<file path="config.mk">
export PLATFORM = sky130hd
export DESIGN_NAME = encoder_input_controller
export DESIGN_NICKNAME = d
export VERILOG_FILES = /design/src/rtl/encoder_input_controller.sv
export SDC_FILE = /design/constraint.sdc
export NUM_CORES = 1
export LEC_CHECK = 0
export ABC_CLOCK_PERIOD_IN_PS = 3460
export CAP_MARGIN = 20
export CORE_MARGIN = 2
export CORE_UTILIZATION = 30
export DETAILED_ROUTE_END_ITERATION = 12
export GPL_TIMING_DRIVEN = 1
export PLACE_DENSITY = 0.57
export SYNTH_ARGS = -nofsm -noshare
export SYNTH_HDL_FRONTEND = slang
export SYNTH_SLANG_ARGS = --single-unit
</file>
<file path="constraint.sdc">
create_clock -name clk100Mhz -period 3.46 [get_ports clk100Mhz]
set_clock_uncertainty 0.2 [all_clocks]
set_input_delay 0.519 -clock clk100Mhz [delete_from_list [all_inputs] [get_ports clk100Mhz]]
set_output_delay 0.519 -clock clk100Mhz [all_outputs]
set_load 0.005 [all_outputs]
</file>
<file path="src/rtl/encoder_input_controller.sv">
// Rotary encoder front end: synchronise and debounce the pins, decode full quadrature
// detents, and apply steps to a saturating value/step-size pair selected by a 3-mode edit FSM.
module encoder_input_controller #(
    parameter int CLOCK_DIVIDER    = 100000,
    parameter int DEBOUNCE_SAMPLES = 4
) (
    input  logic       clk100Mhz,
    input  logic       reset,
    input  logic       enc_phase_a,
    input  logic       enc_phase_b,
    input  logic       enc_switch,
    output logic       step_pulse,
    output logic       step_dir,
    output logic [1:0] mode,
    output logic [7:0] value,
    output logic [7:0] led
);

    localparam int DIV_W = (CLOCK_DIVIDER > 1) ? $clog2(CLOCK_DIVIDER) : 1;
    localparam int DB_W  = (DEBOUNCE_SAMPLES > 1) ? $clog2(DEBOUNCE_SAMPLES) : 1;
    localparam logic [DIV_W-1:0] DIV_LAST = DIV_W'(CLOCK_DIVIDER - 1);
    localparam logic [DB_W-1:0]  DB_LAST  = DB_W'(DEBOUNCE_SAMPLES - 1);

    typedef enum logic [2:0] {
        Q_IDLE, Q_R1, Q_R2, Q_R3, Q_L1, Q_L2, Q_L3, Q_RESYNC
    } quad_t;

    typedef enum logic [1:0] {
        EDIT_VALUE = 2'd0,
        EDIT_STEP  = 2'd1,
        LOCKED     = 2'd2
    } mode_t;

    logic [DIV_W-1:0] div_cnt_reg;
    logic             tick;
    logic [2:0]       pins;
    logic [2:0]       deb;
    logic [1:0]       ab;

    quad_t            quad_reg;
    mode_t            mode_reg;
    logic             step_pulse_reg;
    logic             step_dir_reg;
    logic             sw_prev_reg;
    logic [7:0]       value_reg;
    logic [7:0]       step_size_reg;
    logic [7:0]       led_reg;
    logic             press;
    logic [8:0]       sum_9;
    logic [8:0]       diff_9;

    assign tick = (div_cnt_reg == DIV_LAST);

    always_ff @(posedge clk100Mhz) begin
        if (reset) begin
            div_cnt_reg <= '0;
        end else if (tick) begin
            div_cnt_reg <= '0;
        end else begin
            div_cnt_reg <= div_cnt_reg + 1'b1;
        end
    end

    // Bit order: 0 = phase A, 1 = phase B, 2 = push switch.
    assign pins = {enc_switch, enc_phase_b, enc_phase_a};

    generate
        for (genvar gi = 0; gi < 3; gi++) begin : g_input
            logic            s1_reg;
            logic            s2_reg;
            logic            deb_reg;
            logic [DB_W-1:0] cnt_reg;

            always_ff @(posedge clk100Mhz) begin
                if (reset) begin
                    s1_reg  <= 1'b0;
                    s2_reg  <= 1'b0;
                    deb_reg <= 1'b0;
                    cnt_reg <= '0;
                end else begin
                    s1_reg <= pins[gi];
                    s2_reg <= s1_reg;
                    if (tick) begin
                        if (s2_reg == deb_reg) begin
                            cnt_reg <= '0;
                        end else if (cnt_reg == DB_LAST) begin
                            deb_reg <= s2_reg;
                            cnt_reg <= '0;
                        end else begin
                            cnt_reg <= cnt_reg + 1'b1;
                        end
                    end
                end
            end

            assign deb[gi] = deb_reg;
        end
    endgenerate

    assign ab = {deb[0], deb[1]};

    // A detent counts only when the full Gray cycle completes back at 00.
    always_ff @(posedge clk100Mhz) begin
        if (reset) begin
            quad_reg       <= Q_IDLE;
            step_pulse_reg <= 1'b0;
            step_dir_reg   <= 1'b0;
        end else begin
            step_pulse_reg <= 1'b0;
            case (quad_reg)
                Q_IDLE: begin
                    if (ab == 2'b10)      quad_reg <= Q_R1;
                    else if (ab == 2'b01) quad_reg <= Q_L1;
                    else if (ab == 2'b11) quad_reg <= Q_RESYNC;
                end
                Q_R1: begin
                    if (ab == 2'b11)      quad_reg <= Q_R2;
                    else if (ab == 2'b00) quad_reg <= Q_IDLE;
                    else if (ab == 2'b01) quad_reg <= Q_RESYNC;
                end
                Q_R2: begin
                    if (ab == 2'b01)      quad_reg <= Q_R3;
                    else if (ab == 2'b10) quad_reg <= Q_R1;
                    else if (ab == 2'b00) quad_reg <= Q_RESYNC;
                end
                Q_R3: begin
                    if (ab == 2'b00) begin
                        quad_reg       <= Q_IDLE;
                        step_pulse_reg <= 1'b1;
                        step_dir_reg   <= 1'b0;
                    end else if (ab == 2'b11) begin
                        quad_reg <= Q_R2;
                    end else if (ab == 2'b10) begin
                        quad_reg <= Q_RESYNC;
                    end
                end
                Q_L1: begin
                    if (ab == 2'b11)      quad_reg <= Q_L2;
                    else if (ab == 2'b00) quad_reg <= Q_IDLE;
                    else if (ab == 2'b10) quad_reg <= Q_RESYNC;
                end
                Q_L2: begin
                    if (ab == 2'b10)      quad_reg <= Q_L3;
                    else if (ab == 2'b01) quad_reg <= Q_L1;
                    else if (ab == 2'b00) quad_reg <= Q_RESYNC;
                end
                Q_L3: begin
                    if (ab == 2'b00) begin
                        quad_reg       <= Q_IDLE;
                        step_pulse_reg <= 1'b1;
                        step_dir_reg   <= 1'b1;
                    end else if (ab == 2'b11) begin
                        quad_reg <= Q_L2;
                    end else if (ab == 2'b01) begin
                        quad_reg <= Q_RESYNC;
                    end
                end
                default: begin
                    if (ab == 2'b00) quad_reg <= Q_IDLE;
                end
            endcase
        end
    end

    assign press  = deb[2] & ~sw_prev_reg;
    assign sum_9  = {1'b0, value_reg} + {1'b0, step_size_reg};
    assign diff_9 = {1'b0, value_reg} - {1'b0, step_size_reg};

    // A step uses mode_reg as it stood at step_pulse, even if a press advances it this edge.
    always_ff @(posedge clk100Mhz) begin
        if (reset) begin
            mode_reg      <= EDIT_VALUE;
            sw_prev_reg   <= 1'b0;
            value_reg     <= 8'h00;
            step_size_reg <= 8'h01;
            led_reg       <= 8'h00;
        end else begin
            sw_prev_reg <= deb[2];
            if (press) begin
                case (mode_reg)
                    EDIT_VALUE: mode_reg <= EDIT_STEP;
                    EDIT_STEP:  mode_reg <= LOCKED;
                    default:    mode_reg <= EDIT_VALUE;
                endcase
            end
            if (step_pulse_reg) begin
                case (mode_reg)
                    EDIT_VALUE: begin
                        if (!step_dir_reg) value_reg <= sum_9[8] ? 8'hFF : sum_9[7:0];
                        else               value_reg <= diff_9[8] ? 8'h00 : diff_9[7:0];
                    end
                    EDIT_STEP: begin
                        if (!step_dir_reg) begin
                            if (!step_size_reg[7]) step_size_reg <= step_size_reg << 1;
                        end else begin
                            if (!step_size_reg[0]) step_size_reg <= step_size_reg >> 1;
                        end
                    end
                    default: ;
                endcase
            end
            led_reg <= (mode_reg == EDIT_STEP) ? step_size_reg : value_reg;
        end
    end

    assign step_pulse = step_pulse_reg;
    assign step_dir   = step_dir_reg;
    assign mode       = mode_reg;
    assign value      = value_reg;
    assign led        = led_reg;

endmodule

</file>
==> metrics.md <==
| Metric | Value |
|---|---|
| Run status | finished, final reports clean |
| Shortest period the worst path allows | 3.18 ns |
| Average vias per placed instance | 5.10 |
| Number of antenna violations at the first check in global routing | 0 |
| Post-place setup slack | 0.323 ns |
| Layout cell share with drive strength beyond 1 | 6.49% |
| Simple-gate area share of the yosys netlist | 22.8% |
| Worst setup path category | reg2reg |
| Finish-stage setup viols | 0 |
| Wirelength, routed | 8200 µm |
| Share of the cycle needed by the critical path after routing | 91.9% |
| Peak clock frequency supported by timing | 0.315 GHz |
| Vias after detailed routing | 3088 |
| Total CTS buffers | 9 |
| Wire length of the first global-routing pass | 13900 µm |
| Number of endpoints with negative hold slack in the final report | 0 |
| Portion of the post-synthesis area used by sequential elements | 35.8% |
| Data required time of the critical path | 3.50 ns |
| Total grt overflow | 0 |
| Cell row count | 39 |
| Post-CTS sizing | 0 |
| Total nets after synthesis | 472 |
| Number of distinct library cell variants in the gate-level netlist after synthesis | 54 |
| Clock buffer depth | 2 |
| Max_slew headroom | 50.2% |
| Cell count after synthesis | 441 |
| Count of hold-fix buffers inserted at cts | 0 |
| RSZ-0062 raised after global routing | false |
| Syn avg cell area | 8.13 µm² |
| Arrival time worst endpoint | 3.21 ns |
| Largest family of logic cells by synthesized area | simple AND/OR/NAND/NOR gates |
| Post-CTS Setup Repair Bufs | 0 |
| Port Buf Inserts | 24 |
| Compound-cell area share of the yosys netlist | 19.7% |
| CTS Sinks | 64 |
| Largest area contributor in the synthesized netlist | sky130_fd_sc_hd__dfxtp_1 |
| Largest register FFs | 17 |
| Utilization of the core after routing | 36.8% |
| Cell at the root of the clock tree | sky130_fd_sc_hd__clkbuf_16 |
| Core footprint | 11500 µm² |
| Crit end category | register |
| Path class of the lowest-slack min-delay path | reg2reg |
| Number of global-route vias before repair | 2860 |
| Clk pin slew, worst setup/hold paths | 0.05 ns |
| Max-cap violation count | 0 |
| Vertical die dimension | 113 µm |
| DRT iter0 DRCs | 149 |
| Router iterations before antenna repair | 4 |
| EDFF count, synth | 0 |
| Final #Nets | 489 |
| Synth-to-layout area growth | 18.4% |
| Post-route ant nets | 0 |
| Total number of yosys warnings | 0 |
| Ys async rst share | 0% |
| DP Wirelength | 5850 µm |
| DR DRC count | 0 |
| Area share of the largest cell type after synthesis | 35.8% |
| Average wire per cell in the routed design | 13.5 µm |
| Final Wtd Congestion | 0.870 |
| Primary FF master, synth | sky130_fd_sc_hd__dfxtp_1 |
| Share of cell area taken by muxes after synthesis | 1.40% |
| Number of primary I/O pins | 25 |
| Antenna diode instance count | 0 |
| Final Max Slew Viols | 0 |
| Transition time at the pin with the least slew margin | 0.739 ns |
| Cell Area, Synth | 3580 µm² |
| Die width | 113 µm |
| Share of the synthesized netlist area taken by xor and xnor gates | 5.62% |
| Fill cell instance count of the final layout | 1194 |
| Level count of the clock H-tree | 3 |
| Setup TNS | 0 ns |
| Area of the die | 12800 µm² |
| Areal power density over the cells | 465 nW/µm² |
| Synth Area in Adders | 9.50% |
| Largest net degree at the start of global routing | 30 |
| Leakage | 0.00153 µW |
| Final worst slack | 0.281 ns |
| Source-to-sink clock delay at the later pin of the worst-skew pair | 0.33 ns |
| Starting Density | 31.1% |
| Worst IR drop on VDD | 0.274 mV |
| Biggest fanout along the worst timing path | 7 |
| TritonCTS clock tree | done |
| Post-synthesis sequential element count | 64 |
| Critical path launch point type | register |
| All-Layer GR Usage | 13.4% |
| Largest cells by area after synthesis | sky130_fd_sc_hd__dfxtp_1 (36%), sky130_fd_sc_hd__ha_1 (8.4%), sky130_fd_sc_hd__nor2_1 (6.0%), sky130_fd_sc_hd__nand2_1 (4.5%), sky130_fd_sc_hd__a21oi_1 (3.9%) |
## layer usage
metal	GRT usage, %	vias to the layer above	wire length, µm	part of all wire [%]
met1	18.8	1434	4290	52
met2	19.8	64	3520	43
met4	5.37	0	54	0.66
met5	0	-	0	0
li1	-	1586	-	-
met3	2.95	4	329	4.0
## cell usage in the layout (no fill, tap or decap), types with 5 or more instances in the layout
cell type	Yosys	layout
sky130_fd_sc_hd__a21oi_1	28	28
sky130_fd_sc_hd__or3_1	7	7
sky130_fd_sc_hd__nor2b_1	13	13
sky130_fd_sc_hd__clkbuf_16	0	9
sky130_fd_sc_hd__o21ai_0	19	19
sky130_fd_sc_hd__a211oi_1	8	8
sky130_fd_sc_hd__xor2_1	14	14
sky130_fd_sc_hd__nor3_1	17	17
sky130_fd_sc_hd__xnor2_1	9	9
sky130_fd_sc_hd__nand3_1	7	7
sky130_fd_sc_hd__dfxtp_1	64	64
sky130_fd_sc_hd__mux2i_1	5	5
sky130_fd_sc_hd__inv_1	26	26
sky130_fd_sc_hd__ha_1	24	24
sky130_fd_sc_hd__nand2b_1	6	6
sky130_fd_sc_hd__a221oi_1	9	9
sky130_fd_sc_hd__clkdlybuf4s50_1	0	23
sky130_fd_sc_hd__nand2_1	43	43
sky130_fd_sc_hd__o21a_1	5	5
sky130_fd_sc_hd__nor2_1	57	57
## cells in the mapped netlist (8+ instances only)
cell type,count
sky130_fd_sc_hd__inv_1,26
sky130_fd_sc_hd__nor2b_1,13
sky130_fd_sc_hd__ha_1,24
sky130_fd_sc_hd__nand2_1,43
sky130_fd_sc_hd__nor2_1,57
sky130_fd_sc_hd__a221oi_1,9
sky130_fd_sc_hd__a211oi_1,8
sky130_fd_sc_hd__nor3_1,17
sky130_fd_sc_hd__clkbuf_1,18
sky130_fd_sc_hd__o21ai_0,19
sky130_fd_sc_hd__a21oi_1,28
sky130_fd_sc_hd__xor2_1,14
sky130_fd_sc_hd__xnor2_1,9
sky130_fd_sc_hd__dfxtp_1,64
## logic make-up (layout without fill, tap and decap cells)
kind of cell             Yosys count  in the layout
AND/OR/NAND/NOR                  171            171
flip-flops                        64             64
XOR/XNOR                          23             23
AO/OA/AOI/OAI                    104            104
adder cells (fa/ha/maj)           26             26
multiplexers                       5              5
buffers and inverters             48             69
## where the power goes
part / total (µW) / switching (µW) / leakage [µW] / internal [µW]
combinational: 232 / 117 / 0.000871 / 115
sequential: 818 / 55.4 / 0.000518 / 762
clock: 922 / 329 / 0.000144 / 593
total: 1970 / 501 / 0.00153 / 1470
## stage by stage
stage / total power, µW / std cells / hold WS [ns] / cell area, µm²
3_3_place_gp: 1060 / 590 / 0.221 / 3940
6_report: 1970 / 605 / 0.243 / 4240
2_1_floorplan: 1000 / 441 / 0.214 / 3580
4_1_cts: 1990 / 605 / 0.247 / 4240
3_5_place_dp: 1060 / 590 / 0.233 / 3940
5_1_grt: 2060 / 605 / 0.264 / 4240
## layout make-up
type / count / area [µm²] / share of cell area, %
multi-input combinational: 329 / 2110 / 49.8
sequential: 64 / 1280 / 30.2
timing repair buffer: 28 / 265 / 6.25
clock buffer: 11 / 253 / 5.96
tap: 143 / 179 / 4.22
inverter: 26 / 97.6 / 2.30
clock inverter: 4 / 53.8 / 1.27
## critical path, stage by stage, from the launching register on
cell and delay, ns:
sky130_fd_sc_hd__dfxtp_1 0.38, sky130_fd_sc_hd__inv_1 0.08, sky130_fd_sc_hd__ha_1 0.23, sky130_fd_sc_hd__fa_1 0.41, sky130_fd_sc_hd__nand2b_1 0.19, sky130_fd_sc_hd__a21oi_1 0.28, sky130_fd_sc_hd__o221a_2 0.26, sky130_fd_sc_hd__o21ai_0 0.25
sky130_fd_sc_hd__or3b_2 0.56, sky130_fd_sc_hd__a311oi_1 0.27
## final timing paths
kind                           from           endpoint  slack (ns)  cells past startpoint
setup reg to reg           value[0]           value[5]        0.28                      9
hold / removal    g_input[0].s1_reg  g_input[0].s2_reg        0.24                      1
setup / recovery           value[0]           value[5]        0.28                      9
hold reg to reg   g_input[0].s1_reg  g_input[0].s2_reg        0.24                      1
Note: power is estimated with default switching activity, not from simulation.
